File: config.mk
export PLATFORM = sky130hd
export DESIGN_NAME = uart_tx_frame
export DESIGN_NICKNAME = d
export VERILOG_FILES = /design/src/rtl/uart_tx_frame.sv
export SDC_FILE = /design/constraint.sdc
export NUM_CORES = 1
export LEC_CHECK = 0
export CORE_MARGIN = 4
export CORE_UTILIZATION = 35
export DETAILED_ROUTE_END_ITERATION = 8
export SYNTH_ARGS = -nofsm -noshare
export SYNTH_HDL_FRONTEND = slang
export SYNTH_SLANG_ARGS = --single-unit
File: constraint.sdc
create_clock -name clk -period 3.85 [get_ports clk]
set_input_delay 0.5775 -clock clk [delete_from_list [all_inputs] [get_ports clk]]
set_output_delay 0.5775 -clock clk [all_outputs]
set_load 0.01 [all_outputs]
File: src/rtl/uart_tx_frame.sv
// UART transmitter: start bit, LSB-first data, optional even/odd parity, one stop bit.
// Each bit is held for a latched number of clocks (prescale, 0 treated as 1).
module uart_tx_frame #(
  parameter int unsigned DATA_WIDTH   = 8,
  parameter int unsigned MAX_PRESCALE = 32,
  parameter int unsigned PRSC_WIDTH   = $clog2(MAX_PRESCALE) + 1
) (
  input  logic                  clk,
  input  logic                  rst,
  input  logic [DATA_WIDTH-1:0] p_data,
  input  logic                  data_valid,
  input  logic                  par_en,
  input  logic                  par_typ,
  input  logic [PRSC_WIDTH-1:0] prescale,
  output logic                  tx_out,
  output logic                  busy,
  output logic                  frame_done
);

  localparam int unsigned IDX_W = (DATA_WIDTH > 1) ? $clog2(DATA_WIDTH) : 1;

  typedef enum logic [2:0] {
    IDLE,
    START,
    DATA,
    PARITY,
    STOP
  } state_t;

  state_t                state;
  logic [PRSC_WIDTH-1:0] cnt;
  logic [PRSC_WIDTH-1:0] presc_q;
  logic [IDX_W-1:0]      bit_idx;
  logic [DATA_WIDTH-1:0] data_q;
  logic                  par_en_q;
  logic                  par_bit_q;
  logic                  bit_end_c;

  // Last clock of the current bit period.
  assign bit_end_c = (cnt == (presc_q - PRSC_WIDTH'(1)));

  always_ff @(posedge clk) begin
    if (rst) begin
      state      <= IDLE;
      tx_out     <= 1'b1;
      busy       <= 1'b0;
      frame_done <= 1'b0;
      cnt        <= '0;
      bit_idx    <= '0;
      presc_q    <= PRSC_WIDTH'(1);
      data_q     <= '0;
      par_en_q   <= 1'b0;
      par_bit_q  <= 1'b0;
    end else begin
      frame_done <= 1'b0;
      if (state == IDLE) begin
        tx_out <= 1'b1;
        busy   <= 1'b0;
        if (data_valid) begin
          data_q    <= p_data;
          par_en_q  <= par_en;
          par_bit_q <= (^p_data) ^ par_typ;
          presc_q   <= (prescale == '0) ? PRSC_WIDTH'(1) : prescale;
          cnt       <= '0;
          tx_out    <= 1'b0;
          busy      <= 1'b1;
          state     <= START;
        end
      end else if (!bit_end_c) begin
        cnt <= cnt + PRSC_WIDTH'(1);
      end else begin
        // Bit boundary: select the next state and the level it drives.
        cnt <= '0;
        case (state)
          START: begin
            state   <= DATA;
            bit_idx <= '0;
            tx_out  <= data_q[0];
            data_q  <= data_q >> 1;
          end
          DATA: begin
            if (bit_idx == IDX_W'(DATA_WIDTH - 1)) begin
              if (par_en_q) begin
                state  <= PARITY;
                tx_out <= par_bit_q;
              end else begin
                state  <= STOP;
                tx_out <= 1'b1;
              end
            end else begin
              bit_idx <= bit_idx + IDX_W'(1);
              tx_out  <= data_q[0];
              data_q  <= data_q >> 1;
            end
          end
          PARITY: begin
            state  <= STOP;
            tx_out <= 1'b1;
          end
          STOP: begin
            state      <= IDLE;
            tx_out     <= 1'b1;
            busy       <= 1'b0;
            frame_done <= 1'b1;
          end
          default: begin
            state  <= IDLE;
            tx_out <= 1'b1;
            busy   <= 1'b0;
          end
        endcase
      end
    end
  end

endmodule
==> metrics.md <==
| Metric | Value |
|---|---|
| Die outline area | 0.006002 mm2 |
| Max Root-Sink Buffers | 2 |
| Synth-to-Final Area Change | 20.59% |
| Residual DRC | 0 |
| R2R Setup Slk | 1.31 ns |
| Final antenna-violating net count | 0 |
| First-pass GRT wire length | 6189 um |
| Register bit total from synthesis | 31 |
| Pleak | 0.7957 nW |
| Gpl congestion | 0.8040 |
| WP depth | 5 |
| Setup crit end kind | flop |
| I/O pin count | 22 |
| Final Worst Setup Slack | 1.307 ns |
| Hold_buf cts | 0 |
| Post-Synth XOR/XNOR Area | 7.778% |
| Area leader, netlist | dfxtp_1 |
| MaxCap Viol Count | 0 |
| WP data required | 4.04 ns |
| CP max FO | 19 |
| Syn Area/Cell | 8.321 um2 |
| CP Class | flop to flop |
| Clock Sinks | 31 |
| Sequential cell area | 620.6 um2 |
| Clk Latency, worst-skew pair | 0.29 ns |
| GRT Residual Overflow | 0 |
| Initial Util | 36.00% |
| Slew @ Worst Pin | 0.8600 ns |
| Max-slew headroom | 42.45% |
| TritonRoute pass-1 iters | 4 |
| Pre-CTS setup slack | 1.270 ns |
| Final setup fails | 0 |
| WL final | 3741 um |
| Seq pwr share | 38.1% |
| Worst R2R Path Depth | 5 |
| Critical-path cell list | nor3_2, and2_1, a31o_1, a21oi_1, a311oi_1 |
| H-Tree Depth | 2 |
| Final Util | 43.41% |
| Fin. Hold Viols | 0 |
| Int Pwr | 0.7388 mW |
| Worst setup path end | data_q[3] |
| Crit path time final | 2.543 ns |
| Power Density | 574.8 mW/mm2 |
| Height of the die | 77.47 um |
| Mapped cell area | 0.001689 mm2 |
| Iter 0 DRT Violations | 80 |
| Combinational share of power | 37.6% |
| Critical-path top delay cell | nor3_2 |
| Total negative slack | 0 ns |
| Nets@finish | 244 |
| Post-DP HPWL | 2711 um |
| Most frequent cell after synthesis | dfxtp_1 |
| Clk root buf | clkbuf_8 |
| Via density | 5.254 |
| Reg2reg end | data_q[3] |
| CTS resizes | 0 |
| Row Count | 25 |
| Layout cells sized above 1 | 6.757% |
| Initial antenna violation count | 0 |
| CTS Buf Count | 5 |
| Mux contribution to synthesized area | 5.926% |
| Die X | 77.47 um |
| Final period util | 66.05% |
| Fmax | 393.2 MHz |
| Simple-gate share of the synthesized area | 23.19% |
| # fillers | 482 |
| Status | complete, no violations |
| Count of pins over their slew limit | 0 |
| Top-area cell type share of the netlist area | 36.74% |
| Crit-path max cell delay | 0.61 ns |
| Worst r2r src | state[2] |
| Unrepaired setup endpoints after global routing | no |
| Area of the multi-input gates | 0.001001 mm2 |
| Net Switching | 0.4322 mW |
| CTS tree | done |
| Leading post-synthesis cells by instance count | 31 x dfxtp_1, 30 x nand2_1, 21 x a21oi_1 |
| Seq/Total Area, Yosys | 36.74% |
| Asr flop ratio synth | 0% |
| Synth warn | 0 |
| Setup Skew | 0.006281 ns |
| Delay-heaviest family, CP | simple AND/OR/NAND/NOR gates |
| Synth Area in Adders | 2.963% |
| Maximum VDD drop | 0.0002514 V |
| Critical Path Start Type | flop |
| Switching share of power | 36.91% |
| Clk slew on worst S/H paths | 0.07 ns |
| Core footprint | 0.004692 mm2 |
| Clock network power share | 24.3% |
| EDFF count, synth | 0 |
| Area contributors post-synth | dfxtp_1 37%, nand2_1 6.7%, a21oi_1 6.2% |
| Main synth FF type | dfxtp_1 |
| ANT cells | 0 |
| Worst setup path startpoint | state[2] |
| Post-CTS setup buffers | 0 |
| CP Data Arrival Time | 2.73 ns |
| Hold/Removal Path Class | flop to flop |
| Vias in the first global route | 1322 |
| Synth cell types | 38 |
| DR vias | 1450 |
| PortBufs | 21 |
| Routed len/inst | 13.55 um |
| All-Layer GR Usage | 13.24% |
| Mapped Cells | 203 |
| Largest family of logic cells by synthesized area | simple AND/OR/NAND/NOR gates |
| Syn_nets | 226 |
| Synth Area in Compound Gates | 19.11% |
| Buf+Inv Stages, Crit Path | 0 |
| Largest net degree at the start of global routing | 29 |
## through the flow
| stage | instance area [um2] | power, mW | hold slack, ns | cells |
|---|---|---|---|---|
| 3_3_place_gp | 1937 | 0.8928 | 0.4505 | 268 |
| 4_1_cts | 2037 | 1.181 | 0.4733 | 276 |
| 2_1_floorplan | 1689 | 0.7808 | 0.4321 | 203 |
| 3_5_place_dp | 1937 | 0.8943 | 0.4634 | 268 |
| 5_1_grt | 2037 | 1.262 | 0.4972 | 276 |
| 6_report | 2037 | 1.171 | 0.4712 | 276 |
## power groups by stage
stage	sequential [mW]	combinational [mW]	clock, mW
after floorplan	0.433	0.348	0
after global placement	0.453	0.440	0
after detailed placement	0.453	0.441	0
after CTS	0.447	0.444	0.290
after global routing	0.457	0.496	0.309
final	0.446	0.440	0.285
## cell usage in the layout (no fill, tap or decap), drive strengths merged, types with 3 or more instances in the layout
cell type / instances
a311oi: 8
o31ai: 4
nor2: 12
xnor2: 9
o211ai: 5
nand2b: 4
a21oi: 21
dfxtp: 31
nand3: 9
inv: 6
clkdlybuf4s50: 21
nand2: 30
and2: 3
mux2i: 10
o21ai: 3
clkbuf: 8
nor2b: 3
ha: 4
nor3: 5
xor2: 6
## layer usage
layer / track usage [%] / part of all wire, %
met5: 0 / 0
met1: 17.48 / 49
met3: 3.480 / 2.0
met4: 7.473 / 2.2
met2: 19.43 / 47
## worst min path at each step
stage	to	start	slack, ns	depth (start not counted)
5_1_grt	presc_q[5]	presc_q[5]	0.50	2
3_5_place_dp	bit_idx[2]	bit_idx[2]	0.46	2
4_1_cts	bit_idx[2]	bit_idx[2]	0.47	2
2_1_floorplan	par_bit_q	par_bit_q	0.43	2
6_report	bit_idx[1]	bit_idx[1]	0.47	2
3_3_place_gp	par_bit_q	par_bit_q	0.45	2
## state kept, by name, indices dropped and copies added (netlist names)
register,flops
bit_idx,3
busy,1
cnt,6
data_q,8
frame_done,1
par_bit_q,1
par_en_q,1
presc_q,6
state,3
tx_out,1
## worst register-to-register path, delay by kind of cell, from the launching register on
| family | cells | cell delay [ns] |
|---|---|---|
| compound gates | 3 | 0.96 |
| simple gates | 2 | 1.11 |
| flops | 1 | 0.38 |
## kinds of logic after synthesis
| logic type | after synthesis |
|---|---|
| simple gates | 77 |
| compound gates | 48 |
| flops | 31 |
| buf+inv | 18 |
| xor+xnor | 15 |
| mux | 10 |
| fa+ha+maj | 4 |
## cell type report
type                       instances  share of cell area, %
clock buffer                       8                  4.914
inverter                           6                  1.106
multi-input combinational        154                  49.14
sequential                        31                  30.47
tap                               54                  3.317
timing repair buffer              23                  11.06
Power figures use the tool's default switching activity.
